### src/rtl/uart_apb_sequencer.sv
`default_nettype none
// ============================================================================
// Module : uart_apb_sequencer
// Brief  : APB3 master that configures a CoreUARTapb, then polls STATUS and
//          moves bytes between fabric byte streams and TXDATA/RXDATA.
// Rev    : 1.0 - initial release
// ============================================================================
module uart_apb_sequencer #(
    parameter logic [12:0] BAUD_VALUE = 13'd1,
    parameter bit          BIT8       = 1'b1,
    parameter bit          PARITY_EN  = 1'b0,
    parameter bit          PARITY_ODD = 1'b0
) (
    input  logic       PCLK,
    input  logic       PRESETN,
    output logic [4:0] M_PADDR,
    output logic       M_PSEL,
    output logic       M_PENABLE,
    output logic       M_PWRITE,
    output logic [7:0] M_PWDATA,
    input  logic [7:0] M_PRDATA,
    input  logic       M_PREADY,
    input  logic       M_PSLVERR,
    input  logic [7:0] tx_data,
    input  logic       tx_valid,
    output logic       tx_ready,
    output logic [7:0] rx_data,
    output logic       rx_valid,
    input  logic       rx_ready,
    input  logic       err_clr,
    output logic       cfg_done,
    output logic       err_parity,
    output logic       err_overflow,
    output logic       err_framing,
    output logic       err_apb
);

    localparam logic [4:0] c_addr_txdata = 5'h00;
    localparam logic [4:0] c_addr_rxdata = 5'h04;
    localparam logic [4:0] c_addr_ctrl1  = 5'h08;
    localparam logic [4:0] c_addr_ctrl2  = 5'h0C;
    localparam logic [4:0] c_addr_status = 5'h10;
    localparam logic [7:0] c_ctrl1_val   = BAUD_VALUE[7:0];
    localparam logic [7:0] c_ctrl2_val   = {BAUD_VALUE[12:8], PARITY_ODD, PARITY_EN, BIT8};

    typedef enum logic [2:0] {
        S_CFG1   = 3'd0,
        S_CFG2   = 3'd1,
        S_POLL   = 3'd2,
        S_DECIDE = 3'd3,
        S_RXRD   = 3'd4,
        S_TXWR   = 3'd5
    } state_t;

    state_t     r_state,        w_state_nxt;
    logic       r_psel,         w_psel_nxt;
    logic       r_penable,      w_penable_nxt;
    logic [4:0] r_paddr,        w_paddr_nxt;
    logic       r_pwrite,       w_pwrite_nxt;
    logic [7:0] r_pwdata,       w_pwdata_nxt;
    logic       r_retry,        w_retry_nxt;
    logic [1:0] r_status,       w_status_nxt;
    logic       r_rr_tx_first,  w_rr_tx_first_nxt;
    logic [7:0] r_rx_data,      w_rx_data_nxt;
    logic       r_rx_valid,     w_rx_valid_nxt;
    logic       r_cfg_done,     w_cfg_done_nxt;
    logic       r_err_parity,   w_err_parity_nxt;
    logic       r_err_overflow, w_err_overflow_nxt;
    logic       r_err_framing,  w_err_framing_nxt;
    logic       r_err_apb,      w_err_apb_nxt;

    logic       w_done;
    logic       w_rx_ok;
    logic       w_tx_ok;
    logic       w_tx_grant;
    logic       w_launch;
    logic [4:0] w_l_addr;
    logic       w_l_write;
    logic [7:0] w_l_data;

    assign w_done  = r_psel & r_penable & M_PREADY;
    assign w_rx_ok = r_status[1] & ~r_rx_valid;
    assign w_tx_ok = r_status[0] & tx_valid;

    always_comb begin
        w_state_nxt        = r_state;
        w_psel_nxt         = r_psel;
        w_penable_nxt      = r_penable;
        w_paddr_nxt        = r_paddr;
        w_pwrite_nxt       = r_pwrite;
        w_pwdata_nxt       = r_pwdata;
        w_retry_nxt        = r_retry;
        w_status_nxt       = r_status;
        w_rr_tx_first_nxt  = r_rr_tx_first;
        w_rx_data_nxt      = r_rx_data;
        w_rx_valid_nxt     = r_rx_valid;
        w_cfg_done_nxt     = r_cfg_done;
        w_err_parity_nxt   = r_err_parity;
        w_err_overflow_nxt = r_err_overflow;
        w_err_framing_nxt  = r_err_framing;
        w_err_apb_nxt      = r_err_apb;
        w_tx_grant         = 1'b0;
        w_launch           = 1'b0;
        w_l_addr           = r_paddr;
        w_l_write          = 1'b0;
        w_l_data           = r_pwdata;

        if (r_psel && !r_penable) begin
            w_penable_nxt = 1'b1;
        end else if (w_done) begin
            w_psel_nxt    = 1'b0;
            w_penable_nxt = 1'b0;
        end

        if (r_rx_valid && rx_ready) begin
            w_rx_valid_nxt = 1'b0;
        end

        // Clear first so that a flag raised in the same cycle survives err_clr.
        if (err_clr) begin
            w_err_parity_nxt   = 1'b0;
            w_err_overflow_nxt = 1'b0;
            w_err_framing_nxt  = 1'b0;
            w_err_apb_nxt      = 1'b0;
        end
        if (w_done && M_PSLVERR) begin
            w_err_apb_nxt = 1'b1;
        end
        if (w_done && r_state == S_POLL) begin
            w_err_parity_nxt   = w_err_parity_nxt   | M_PRDATA[2];
            w_err_overflow_nxt = w_err_overflow_nxt | M_PRDATA[3];
            w_err_framing_nxt  = w_err_framing_nxt  | M_PRDATA[4];
        end

        case (r_state)
            S_CFG1, S_CFG2: begin
                if (!r_psel) begin
                    w_launch  = 1'b1;
                    w_l_write = 1'b1;
                    w_l_addr  = (r_state == S_CFG1) ? c_addr_ctrl1 : c_addr_ctrl2;
                    w_l_data  = (r_state == S_CFG1) ? c_ctrl1_val  : c_ctrl2_val;
                end else if (w_done) begin
                    // A failed config write gets one more attempt before moving on.
                    if (M_PSLVERR && !r_retry) begin
                        w_retry_nxt = 1'b1;
                    end else begin
                        w_retry_nxt = 1'b0;
                        if (r_state == S_CFG1) begin
                            w_state_nxt = S_CFG2;
                        end else begin
                            w_state_nxt    = S_POLL;
                            w_cfg_done_nxt = 1'b1;
                        end
                    end
                end
            end
            S_POLL: begin
                if (!r_psel) begin
                    w_launch = 1'b1;
                    w_l_addr = c_addr_status;
                end else if (w_done) begin
                    w_status_nxt = M_PRDATA[1:0];
                    w_state_nxt  = S_DECIDE;
                end
            end
            S_DECIDE: begin
                w_launch = 1'b1;
                if (w_rx_ok && (!w_tx_ok || !r_rr_tx_first)) begin
                    w_l_addr    = c_addr_rxdata;
                    w_state_nxt = S_RXRD;
                    if (w_tx_ok) begin
                        w_rr_tx_first_nxt = 1'b1;
                    end
                end else if (w_tx_ok) begin
                    w_tx_grant  = 1'b1;
                    w_l_addr    = c_addr_txdata;
                    w_l_write   = 1'b1;
                    w_l_data    = tx_data;
                    w_state_nxt = S_TXWR;
                    if (w_rx_ok) begin
                        w_rr_tx_first_nxt = 1'b0;
                    end
                end else begin
                    w_l_addr    = c_addr_status;
                    w_state_nxt = S_POLL;
                end
            end
            S_RXRD: begin
                if (w_done) begin
                    if (!M_PSLVERR) begin
                        w_rx_data_nxt  = M_PRDATA;
                        w_rx_valid_nxt = 1'b1;
                    end
                    w_state_nxt = S_POLL;
                end
            end
            S_TXWR: begin
                if (w_done) begin
                    w_state_nxt = S_POLL;
                end
            end
            default: begin
                w_state_nxt = S_CFG1;
            end
        endcase

        if (w_launch) begin
            w_psel_nxt    = 1'b1;
            w_penable_nxt = 1'b0;
            w_paddr_nxt   = w_l_addr;
            w_pwrite_nxt  = w_l_write;
            w_pwdata_nxt  = w_l_data;
        end
    end

    always_ff @(posedge PCLK or negedge PRESETN) begin
        if (!PRESETN) begin
            r_state        <= S_CFG1;
            r_psel         <= 1'b0;
            r_penable      <= 1'b0;
            r_paddr        <= 5'h00;
            r_pwrite       <= 1'b0;
            r_pwdata       <= 8'h00;
            r_retry        <= 1'b0;
            r_status       <= 2'b00;
            r_rr_tx_first  <= 1'b0;
            r_rx_data      <= 8'h00;
            r_rx_valid     <= 1'b0;
            r_cfg_done     <= 1'b0;
            r_err_parity   <= 1'b0;
            r_err_overflow <= 1'b0;
            r_err_framing  <= 1'b0;
            r_err_apb      <= 1'b0;
        end else begin
            r_state        <= w_state_nxt;
            r_psel         <= w_psel_nxt;
            r_penable      <= w_penable_nxt;
            r_paddr        <= w_paddr_nxt;
            r_pwrite       <= w_pwrite_nxt;
            r_pwdata       <= w_pwdata_nxt;
            r_retry        <= w_retry_nxt;
            r_status       <= w_status_nxt;
            r_rr_tx_first  <= w_rr_tx_first_nxt;
            r_rx_data      <= w_rx_data_nxt;
            r_rx_valid     <= w_rx_valid_nxt;
            r_cfg_done     <= w_cfg_done_nxt;
            r_err_parity   <= w_err_parity_nxt;
            r_err_overflow <= w_err_overflow_nxt;
            r_err_framing  <= w_err_framing_nxt;
            r_err_apb      <= w_err_apb_nxt;
        end
    end

    assign M_PADDR      = r_paddr;
    assign M_PSEL       = r_psel;
    assign M_PENABLE    = r_penable;
    assign M_PWRITE     = r_pwrite;
    assign M_PWDATA     = r_pwdata;
    assign tx_ready     = w_tx_grant;
    assign rx_data      = r_rx_data;
    assign rx_valid     = r_rx_valid;
    assign cfg_done     = r_cfg_done;
    assign err_parity   = r_err_parity;
    assign err_overflow = r_err_overflow;
    assign err_framing  = r_err_framing;
    assign err_apb      = r_err_apb;

endmodule
`default_nettype wire

### config.mk
export PLATFORM = sky130hd
export DESIGN_NAME = uart_apb_sequencer
export DESIGN_NICKNAME = d
export VERILOG_FILES = /design/src/rtl/uart_apb_sequencer.sv
export SDC_FILE = /design/constraint.sdc
export NUM_CORES = 1
export LEC_CHECK = 0
export ABC_AREA = 1
export BUFFER_PORTS_ARGS = -buffer_cell sky130_fd_sc_hd__buf_2
export CORE_ASPECT_RATIO = 1.1
export CORE_UTILIZATION = 49
export DETAILED_ROUTE_END_ITERATION = 12
export GPL_ROUTABILITY_DRIVEN = 0
export PLACE_DENSITY = 0.86
export SYNTH_ARGS = -nofsm -noshare
export SYNTH_HDL_FRONTEND = slang
export SYNTH_SLANG_ARGS = --single-unit
### constraint.sdc
create_clock -name PCLK -period 1.9 [get_ports PCLK]
set_clock_uncertainty 0.2 [all_clocks]
set_input_delay 0.285 -clock PCLK [delete_from_list [all_inputs] [get_ports PCLK]]
set_output_delay 0.285 -clock PCLK [all_outputs]
set_load 0.02 [all_outputs]
==> impl_metrics.csv, run 1 <==
group,metric,value,unit
status,status,"finished, final reports clean",
detailed_routing,drt-initial-drc-count,44,
detailed_routing,detail_route.first_pass.iterations,4,
setup_path,startpoint_type,"flip-flop",
placement,io_buffers,51,
global_routing,grt_max_degree,36,
yosys,synth.top_cells.by_area,"sky130_fd_sc_hd__dfrtp_1 (56%), sky130_fd_sc_hd__nand2_1 (15%), sky130_fd_sc_hd__nand3_1 (6.4%)",
setup_path,critical_path.cell_chain,"inv_2, nand3_4, nor2_4, nand2_1, inv_1, buf_6",
yosys,synthDistinctLibCells,24,
yosys,yosysTopAreaCellShare,55.9,%
global_routing,antenna_found_initial,0,
yosys,synth_area_in_compound_gates,7.74,%
yosys,synthesized_area_fraction_occupied_by_and_or_nand_nor_cells,28.2,%
setup_path,critPathBufInv,3,
die,die_w,55.9,µm
yosys,combinational_family_with_the_most_area_after_synthesis,"simple AND/OR/NAND/NOR gates",
setup_path,cp_data_arrival_time,1.34,ns
timing,postLayoutSetupSlackWorst,0.0798,ns
detailed_routing,detail_route.wirelength.met1,1550,µm
final_layout,stdcell_count,295,
setup_path,critical_path_type,"flip-flop to primary output",
timing,slew-limit-headroom,63.3,%
yosys,synth.yosys.seq_area_share,55.9,%
setup_path,cp_slowest_cell,"sky130_fd_sc_hd__dfrtp_1",
detailed_routing,detailroute.via_count,1460,
final_layout,p_r_area_growth_vs_syn,37.4,%
detailed_routing,detail_route.drc_violations,0,
yosys,yosysWarnings,0,
yosys,synth.mux.area_fraction,0,%
yosys,arithmetic_cell_share_of_the_synthesized_area_counting_full_adders_half_adders_and_majority_gates,0,%
yosys,syn_avg_cell_area,8.57,µm²
global_routing,grt_pass1_vias,1360,
clock_tree,cts_tree,"done",
timing,fmax,549,MHz
setup_path,endpoint_kind,"primary output",
placement,pre_cts_ws,0.323,ns
clock_tree,clk_pin_slew,0.11,ns
setup_path,timing.critical_path.fanout_max,4,
die,io_pins,54,
timing,finalWorstPathRequiredPeriod,1.82,ns
final_layout,final.fill_count,230,
clock_tree,root_buffer,"sky130_fd_sc_hd__clkbuf_4",
yosys,synthesis.instances,183,
placement,dp_hpwl,2440,µm
timing,setup_tns,0,ns
timing,timing.final.setup_violations,0,
detailed_routing,post_drt_via_cell_ratio,4.95,
detailed_routing,maxUsedRoutingLayer,"met4",
die,row_count,21,
hold_path,worst_hold_path_type,"input port to flip-flop",
detailed_routing,drt.antenna.violating_nets,0,
final_layout,layout-drive-gt1-share,31.8,%
power_and_ir_drop,max-vdd-ir-drop,0.951,mV
timing,timing_hold_violations_final,0,
yosys,synth_xor_xnor_area_share,0,%
die,start_util,51.4,%
flow_run,max_cap_viol_count,0,
power_and_ir_drop,power.leakage,1.21,nW
timing,report.final.slew_viol_count,0,
detailed_routing,wirelength,3730,µm
global_routing,grt_overflow,0,
global_routing,track_usage,22.9,%
detailed_routing,met3RoutedLength,205,µm
timing,holdWs,0.0310,ns
power_and_ir_drop,power_per_cell_area,1460,mW/mm²
setup_path,critPathTopFamily,"flip-flops",
die,die_y,61.3,µm
clock_tree,clkLatencyLatePin,0.35,ns
global_routing,wire_length_of_the_first_global_routing_pass,5780,µm
die,fp.coreArea,0.00305,mm²
final_layout,insertedDiodeCount,0,
yosys,synth_top_cell_by_area,"sky130_fd_sc_hd__dfrtp_1",
yosys,synth_area,0.00157,mm²
die,die_area,0.00343,mm²
setup_path,timing.critical_path.slowest_cell_delay,0.42,ns
setup_path,worstPathRequired,1.41,ns
clock_tree,cts_inserted_buffers,5,
clock_tree,h-tree-depth,2,
detailed_routing,met2_wirelength,1900,µm
yosys,postSynthRegisterBits,35,
clock_tree,cts_max_path_buffers,2,
timing,max_slew.worst_pin.slew,0.550,ns
clock_tree,clock_sink_count,35,
placement,placedCellCount,267,
timing,min_period_over_period,95.8,%
detailed_routing,wire_per_inst,12.6,µm
final_layout,nets,283,
-- layout by cell type, fill, tap and decap left out, drive strengths merged --
cell type,count
o21ai,16
dfrtp,35
inv,24
nor3,3
a31o,1
clkbuf,7
or2,2
dlygate4sd3,17
conb,2
nor2,7
nand2,63
a22o,1
buf,57
a21oi,2
nand3,22
o22ai,1
clkinvlp,1
-- stage by stage --
| stage | power (mW) | utilization (%) | area [µm²] |
|---|---|---|---|
| 2_1_floorplan | 2.14 | - | 1570 |
| 5_1_grt | 3.38 | 70.6 | 2150 |
| 3_5_place_dp | 2.57 | 60.9 | 1860 |
| 6_report | 3.15 | 70.6 | 2150 |
| 4_1_cts | 3.10 | 69.6 | 2120 |
| 3_3_place_gp | 2.52 | 60.9 | 1860 |
-- final timing paths --
path | end | slack, ns | startpoint | depth (start not counted)
min in group asynchronous | rx_data[0] | 0.29 | PRESETN | 3
worst min register to register | cfg_done | 0.28 | cfg_done | 1
worst max-delay path | tx_ready | 0.08 | r_state[2] | 6
max in group asynchronous | r_state[0] | 0.88 | PRESETN | 3
worst min-delay path | err_apb | 0.03 | M_PSLVERR | 2
worst max register to register | rx_data[3] | 0.34 | r_state[0] | 6
-- worst reg2reg max path: cells and delay by family, from the launching register on --
family | cells | cell delay, ns
buffers and inverters | 2 | 0.33
flip-flops | 1 | 0.47
AND/OR/NAND/NOR | 3 | 0.41
AO/OA/AOI/OAI | 1 | 0.08
-- routing by layer --
layer	track usage [%]	vias to the layer above
met4	11.8	0
met5	0	-
met2	39.9	58
met1	25.8	667
met3	7.98	8
li1	-	727
-- registers in the layout, indices dropped and copies added, names as in the netlist --
name / count
M_PWDATA: 8
rx_data: 8
M_PADDR: 3
r_state: 3
r_status: 2
M_PENABLE: 1
M_PSEL: 1
M_PWRITE: 1
cfg_done: 1
err_apb: 1
err_framing: 1
err_overflow: 1
err_parity: 1
r_retry: 1
r_rr_tx_first: 1
rx_valid: 1
-- synth_stat cells --
library cell	instances
sky130_fd_sc_hd__a21oi_1	2
sky130_fd_sc_hd__a22o_1	1
sky130_fd_sc_hd__a31o_2	1
sky130_fd_sc_hd__buf_2	1
sky130_fd_sc_hd__buf_4	2
sky130_fd_sc_hd__buf_6	1
sky130_fd_sc_hd__clkbuf_1	1
sky130_fd_sc_hd__conb_1	1
sky130_fd_sc_hd__dfrtp_1	35
sky130_fd_sc_hd__inv_1	24
sky130_fd_sc_hd__nand2_1	61
sky130_fd_sc_hd__nand2_2	2
sky130_fd_sc_hd__nand3_1	20
sky130_fd_sc_hd__nand3_2	1
sky130_fd_sc_hd__nand3_4	1
sky130_fd_sc_hd__nor2_1	6
sky130_fd_sc_hd__nor2_2	1
sky130_fd_sc_hd__nor3_1	1
sky130_fd_sc_hd__nor3_2	1
sky130_fd_sc_hd__nor3_4	1
sky130_fd_sc_hd__o21ai_0	14
sky130_fd_sc_hd__o21ai_2	2
sky130_fd_sc_hd__o22ai_1	1
sky130_fd_sc_hd__or2_2	2
-- layout make-up --
| cell class | instances | area, µm² | area share (%) |
|---|---|---|---|
| clock buffers | 7 | 65.1 | 3.02 |
| clock inverters | 1 | 7.51 | 0.349 |
| inverters | 24 | 90.1 | 4.18 |
| multi-input cells | 120 | 593 | 27.5 |
| flip-flops and latches | 35 | 878 | 40.8 |
| well taps | 34 | 42.5 | 1.98 |
| repair buffers | 74 | 477 | 22.1 |
-- what timing repair did --
action / in CTS / in global routing
pin swaps: 0 / 1
resized for setup: 2 / 9
endpoints found under the hold margin: 55 / 0
buffers inserted: 2 / 1
endpoints found under the setup margin: 1 / 1
hold buffers: 17 / 0
-- kinds of logic after synthesis --
logic type / count (synthesis)
AND/OR/NAND/NOR: 97
other: 1
AO/OA/AOI/OAI: 21
buffers and inverters: 29
flip-flops: 35
-- report_power, final --
part | leakage, nW | internal, mW | switching [mW]
Clock | 0.0375 | 0.216 | 0.258
Combinational | 0.738 | 0.491 | 0.929
Sequential | 0.431 | 1.04 | 0.213
No activity file was read; power rests on OpenSTA's default activity.
==> inputs of run 2 (changes only) <==
- CORE_UTILIZATION: 49 -> 50
- PLACE_DENSITY: 0.86 -> default
- PLACE_DENSITY_LB_ADDON: default -> 0.1
- clock period: 1.9 -> 2.4 ns (I/O delays scaled with it)
==> run 2 against run 1 <==
Against the previous run:
- design area decreased by 12%
- via count decreased by 5.1%
- highest routed layer unchanged
- critical path type unchanged
- sequential cell count unchanged
- die area decreased by 1.9%
- first-iteration DRC count increased by 39%
- largest power group unchanged
- sequential power decreased by 22%
- worst setup slack improved by 0.15 ns
==> impl_metrics.csv, run 2 (synthesis gave the netlist of run 1 again) <==
group,metric,value,unit
placement,io_buffers,51,
global_routing,grt_pass1_vias,1326,
timing,timing.final.setup_violations,0,
power_and_ir_drop,power.leakage,1.11,nW
global_routing,most_heavily_used_metal_layer_in_global_routing,"met2",
power_and_ir_drop,power_per_cell_area,1230,mW/mm²
timing,min_period_over_period,90.4,%
setup_path,startpoint_type,"flip-flop",
placement,pre_cts_ws,0.510,ns
clock_tree,root_buffer,"sky130_fd_sc_hd__clkbuf_4",
hold_path,worst_hold_path_type,"input port to flip-flop",
clock_tree,cts_tree,"done",
global_routing,globalRouteMet3Util,6.82,%
setup_path,worstPathRequired,1.84,ns
timing,setup_tns,0,ns
die,die_w,55.4,µm
power_and_ir_drop,max-vdd-ir-drop,0.751,mV
detailed_routing,detailroute.via_count,1385,
detailed_routing,drt.antenna.violating_nets,0,
global_routing,track_usage,22.4,%
die,io_pins,54,
global_routing,antenna_found_initial,0,
clock_tree,clkLatencyLatePin,0.33,ns
detailed_routing,wire_per_inst,12.1,µm
die,die_area,0.00336,mm²
clock_tree,cts_setup_buffers,0,
flow_run,max_cap_viol_count,0,
setup_path,critical_path.cell_chain,"inv_1, nand3_2, nor2_2, nand2_2, inv_1, buf_2",
global_routing,wire_length_of_the_first_global_routing_pass,5730,µm
global_routing,met1_usage,25.0,%
detailed_routing,drt-initial-drc-count,61,
die,fp.coreArea,0.00288,mm²
placement,dp_hpwl,2480,µm
global_routing,grt_use_met2,41.7,%
final_layout,final.fill_count,247,
detailed_routing,wirelength,3290,µm
final_layout,p_r_area_growth_vs_syn,21.3,%
final_layout,insertedDiodeCount,0,
clock_tree,h-tree-depth,2,
placement,placedCellCount,263,
timing,fmax,461,MHz
die,start_util,54.5,%
status,status,"finished, final reports clean",
final_layout,layout-drive-gt1-share,29.8,%
clock_tree,clock_sink_count,35,
detailed_routing,detail_route.drc_violations,0,
timing,holdWs,0.0251,ns
setup_path,timing.critical_path.slowest_cell_delay,0.44,ns
setup_path,timing.critical_path.fanout_max,11,
detailed_routing,post_drt_via_cell_ratio,5.11,
clock_tree,cts_inserted_buffers,5,
die,row_count,20,
timing,timing_hold_violations_final,0,
detailed_routing,detail_route.first_pass.iterations,4,
setup_path,critical-path-top-cell-by-count,"sky130_fd_sc_hd__inv_1",
die,die_y,60.7,µm
final_layout,most-common-layout-cells,"sky130_fd_sc_hd__nand2_1 (60), sky130_fd_sc_hd__buf_2 (51), sky130_fd_sc_hd__dfrtp_1 (35)",
timing,report.final.slew_viol_count,0,
timing,max_slew.worst_pin.slew,0.763,ns
global_routing,grt_max_degree,36,
setup_path,endpoint_kind,"primary output",
clock_tree,cts_max_path_buffers,2,
final_layout,nets,261,
clock_tree,clk_pin_slew,0.10,ns
timing,grt_setup_unrepaired,"no",
timing,slew-limit-headroom,49.1,%
setup_path,critical_path_type,"flip-flop to primary output",
final_layout,stdcell_count,271,
setup_path,cp_slowest_cell,"sky130_fd_sc_hd__dfrtp_1",
power_and_ir_drop,power.total,2.34,mW
timing,finalWorstPathRequiredPeriod,2.17,ns
global_routing,grt_overflow,0,
setup_path,cp_data_arrival_time,1.61,ns
final_layout,most_common_cell_after_layout_fill_and_taps_aside,"sky130_fd_sc_hd__nand2_1",
timing,postLayoutSetupSlackWorst,0.230,ns
run 2: path summary, 6_finish.rpt:
| check | endpoint | startpoint | slack (ns) | cells after the start |
|---|---|---|---|---|
| hold / removal | rx_data[7] | M_PRDATA[7] | 0.03 | 3 |
| hold reg to reg | cfg_done | cfg_done | 0.28 | 1 |
| min in group asynchronous | cfg_done | PRESETN | 0.43 | 2 |
| max in group asynchronous | M_PWDATA[0] | PRESETN | 1.09 | 2 |
| setup reg to reg | rx_data[4] | r_state[0] | 0.64 | 4 |
| setup / recovery | tx_ready | r_state[2] | 0.23 | 6 |
run 2: cell type report:
cell class | instances | area (µm²) | share of cell area [%]
Multi-Input combinational cell | 120 | 573 | 30.1
Tap cell | 33 | 41.3 | 2.17
Clock inverter | 1 | 5.00 | 0.263
Inverter | 24 | 90.1 | 4.74
Sequential cell | 35 | 876 | 46.1
Timing Repair Buffer | 52 | 265 | 13.9
Clock buffer | 6 | 51.3 | 2.70
run 2: routing by layer:
layer	up-vias	share of wire (%)
met4	0	1.3
met5	-	0
met2	49	50
met1	642	43
met3	8	5.8
li1	686	-
run 2: timing repair:
action / CTS / global route
hold buffers: 1 / 0
setup endpoints to repair: 0 / 1
resized for setup: 0 / 1
endpoints found under the hold margin: 35 / 0
run 2: where the power goes:
group	internal, mW	switching, mW
clock	0.136	0.180
combinational	0.340	0.699
sequential	0.823	0.160
total	1.30	1.04
run 2: metrics by stage:
| step | cell area [µm²] | util [%] |
|---|---|---|
| 5_1_grt | 1900 | 66.1 |
| 4_1_cts | 1900 | 66.0 |
| 6_report | 1900 | 66.1 |
| 2_1_floorplan | 1570 | - |
| 3_5_place_dp | 1830 | 63.7 |
| 3_3_place_gp | 1830 | 63.7 |
run 2: critical path, delay by kind of cell, from the launching register on:
family        cells  cell delay [ns]
simple gates      3             0.46
flops             1             0.44
buf+inv           3             0.38
==> inputs of run 3 (changes only) <==
- CORE_UTILIZATION: 50 -> 44
- PLACE_DENSITY: default -> 0.74
- PLACE_DENSITY_LB_ADDON: 0.1 -> default
- clock period: 2.4 -> 1.8 ns (I/O delays scaled with it)
==> run 3 against run 2 <==
Against the previous run:
- design area increased by 19%
- non-clock buffer count increased by 31
- sequential cell count unchanged
- via count increased by 6.7%
- core utilization increased by 1.3 points
- wire length increased by 7.0%
- critical path type unchanged
==> impl_metrics.csv, run 3 (synthesis gave the netlist of run 1 again) <==
group,metric,value,unit
final_layout,p_r_area_growth_vs_syn,44.3,%
final_layout,insertedDiodeCount,0,
power_and_ir_drop,max-vdd-ir-drop,0.743,mV
setup_path,timing.critical_path.fanout_max,4,
clock_tree,cts_inserted_buffers,5,
timing,report.final.slew_viol_count,0,
detailed_routing,wire_per_inst,11.1,µm
detailed_routing,drt-initial-drc-count,59,
power_and_ir_drop,power.leakage,1.26,nW
power_and_ir_drop,p_clk_share,14.2,%
timing,finalWorstPathRequiredPeriod,1.77,ns
final_layout,most_common_cell_after_layout_fill_and_taps_aside,"sky130_fd_sc_hd__nand2_1",
setup_path,worstPathRequired,1.33,ns
die,fp.coreArea,0.00336,mm²
status,status,"finished, final reports clean",
clock_tree,cts_tree,"done",
setup_path,critPathBufInv,3,
final_layout,register_area,877,µm²
final_layout,nets,292,
placement,io_buffers,51,
die,die_area,0.00381,mm²
power_and_ir_drop,share_comb_of_total_power,46.9,%
timing,timing.final.setup_violations,0,
die,row_count,22,
detailed_routing,drt.antenna.violating_nets,0,
clock_tree,clkLatencyLatePin,0.33,ns
global_routing,grt_pass1_vias,1389,
timing,fmax,565,MHz
detailed_routing,detail_route.drc_violations,0,
die,die_w,58.9,µm
power_and_ir_drop,power_switching_share,42.9,%
power_and_ir_drop,p_sw,1.44,mW
hold_path,worst_hold_path_type,"input port to flip-flop",
global_routing,grt_overflow,0,
detailed_routing,detailroute.via_count,1478,
power_and_ir_drop,power.total,3.36,mW
setup_path,timing.critical_path.slowest_cell_delay,0.42,ns
detailed_routing,post_drt_via_cell_ratio,4.65,
setup_path,critPathTopFamily,"flip-flops",
setup_path,cp_slowest_cell,"sky130_fd_sc_hd__dfrtp_1",
setup_path,cp_data_arrival_time,1.30,ns
clock_tree,root_buffer,"sky130_fd_sc_hd__clkbuf_4",
final_layout,most-common-layout-cells,"sky130_fd_sc_hd__nand2_1 (59), sky130_fd_sc_hd__buf_2 (50), sky130_fd_sc_hd__dfrtp_1 (34)",
global_routing,grt_max_degree,19,
timing,setup_tns,0,ns
setup_path,critical_path_type,"flip-flop to primary output",
die,io_pins,54,
clock_tree,cts_max_path_buffers,2,
placement,dp_hpwl,2410,µm
global_routing,track_usage,21.0,%
detailed_routing,wirelength,3520,µm
setup_path,endpoint_kind,"primary output",
final_layout,final.fill_count,292,
power_and_ir_drop,internal_power,1.92,mW
die,die_y,64.6,µm
setup_path,critical_path.cell_chain,"inv_2, nand3_4, nor2_4, nand2_2, inv_2, buf_6",
clock_tree,h-tree-depth,2,
setup_path,startpoint_type,"flip-flop",
final_layout,layout-drive-gt1-share,34.1,%
clock_tree,clk_pin_slew,0.10,ns
final_layout,multi_input_comb_area,596,µm²
power_and_ir_drop,power_per_cell_area,1480,mW/mm²
timing,grt_setup_unrepaired,"yes",
die,start_util,46.7,%
global_routing,wire_length_of_the_first_global_routing_pass,5900,µm
global_routing,antenna_found_initial,0,
power_and_ir_drop,power.sequential.fraction,38.8,%
timing,timing_hold_violations_final,0,
clock_tree,clock_sink_count,35,
detailed_routing,detail_route.first_pass.iterations,4,
flow_run,max_cap_viol_count,0,
setup_path,critical-path-top-cell-by-count,"sky130_fd_sc_hd__inv_2",
timing,min_period_over_period,98.4,%
-- run 3: cell count changes in the layout (fill, tap and decap cells not counted), sizes merged --
cell,before,now
clkinv,1,0
clkbuf,6,8
dlygate4sd3,1,16
buf,51,67
-- run 3: worst paths after layout --
kind / startpoint / to / slack [ns] / depth (start not counted)
hold / removal: err_clr / err_framing / 0.01 / 4
setup reg to reg: r_state[0] / rx_data[7] / 0.16 / 8
setup / recovery: r_state[2] / tx_ready / 0.03 / 6
max in group asynchronous: PRESETN / rx_data[0] / 0.77 / 3
hold reg to reg: cfg_done / cfg_done / 0.28 / 1
min in group asynchronous: PRESETN / M_PENABLE / 0.19 / 2
-- run 3: area by class of cell --
| type | instances | share of cell area (%) |
|---|---|---|
| clock buffers | 8 | 3.04 |
| inverters | 24 | 3.98 |
| multi-input cells | 120 | 26.3 |
| flip-flops and latches | 35 | 38.8 |
| well taps | 48 | 2.65 |
| repair buffers | 83 | 25.2 |
-- run 3: timing repair --
action | CTS | global route
setup buffers | 5 | 4
setup endpoints to repair | 1 | 1
pin swaps | 2 | 4
resized for setup | 6 | 6
cloned | 0 | 0
endpoints found under the hold margin | 55 | 0
hold buffers | 16 | 0
-- run 3: per-stage QoR --
step	setup slack [ns]	instances	util [%]	hold slack (ns)	cell area, µm²
after floorplan	0.201	184	-	-0.226	1570
after CTS	0.00202	314	65.5	0.00483	2200
final	0.0288	318	67.4	0.0136	2260
after global placement	0.250	285	57.1	0.0333	1920
after global routing	-0.0350	318	67.4	0.00668	2260
after detailed placement	0.191	285	57.1	0.0332	1920
-- run 3: tightest hold or removal path, delay by kind of cell --
kind	cells	cell delay (ns)
buffers and inverters	2	0.14
AND/OR/NAND/NOR	2	0.11
-- run 3: power by group through the flow --
stage | registers (mW) | clock network [mW] | logic, mW
after CTS | 1.30 | 0.492 | 1.52
final | 1.30 | 0.478 | 1.58
after detailed placement | 1.31 | 0 | 1.43
after global routing | 1.35 | 0.535 | 1.77
after global placement | 1.30 | 0 | 1.41
after floorplan | 1.60 | 0 | 0.656
-- run 3: layer usage --
metal / up-vias / part of all wire (%) / GRT usage, %
li1: 747 / - / -
met1: 669 / 44 / 25.5
met2: 56 / 49 / 35.9
met3: 6 / 6.2 / 5.79
met4: 0 / 1.2 / 6.25
met5: - / 0 / 0
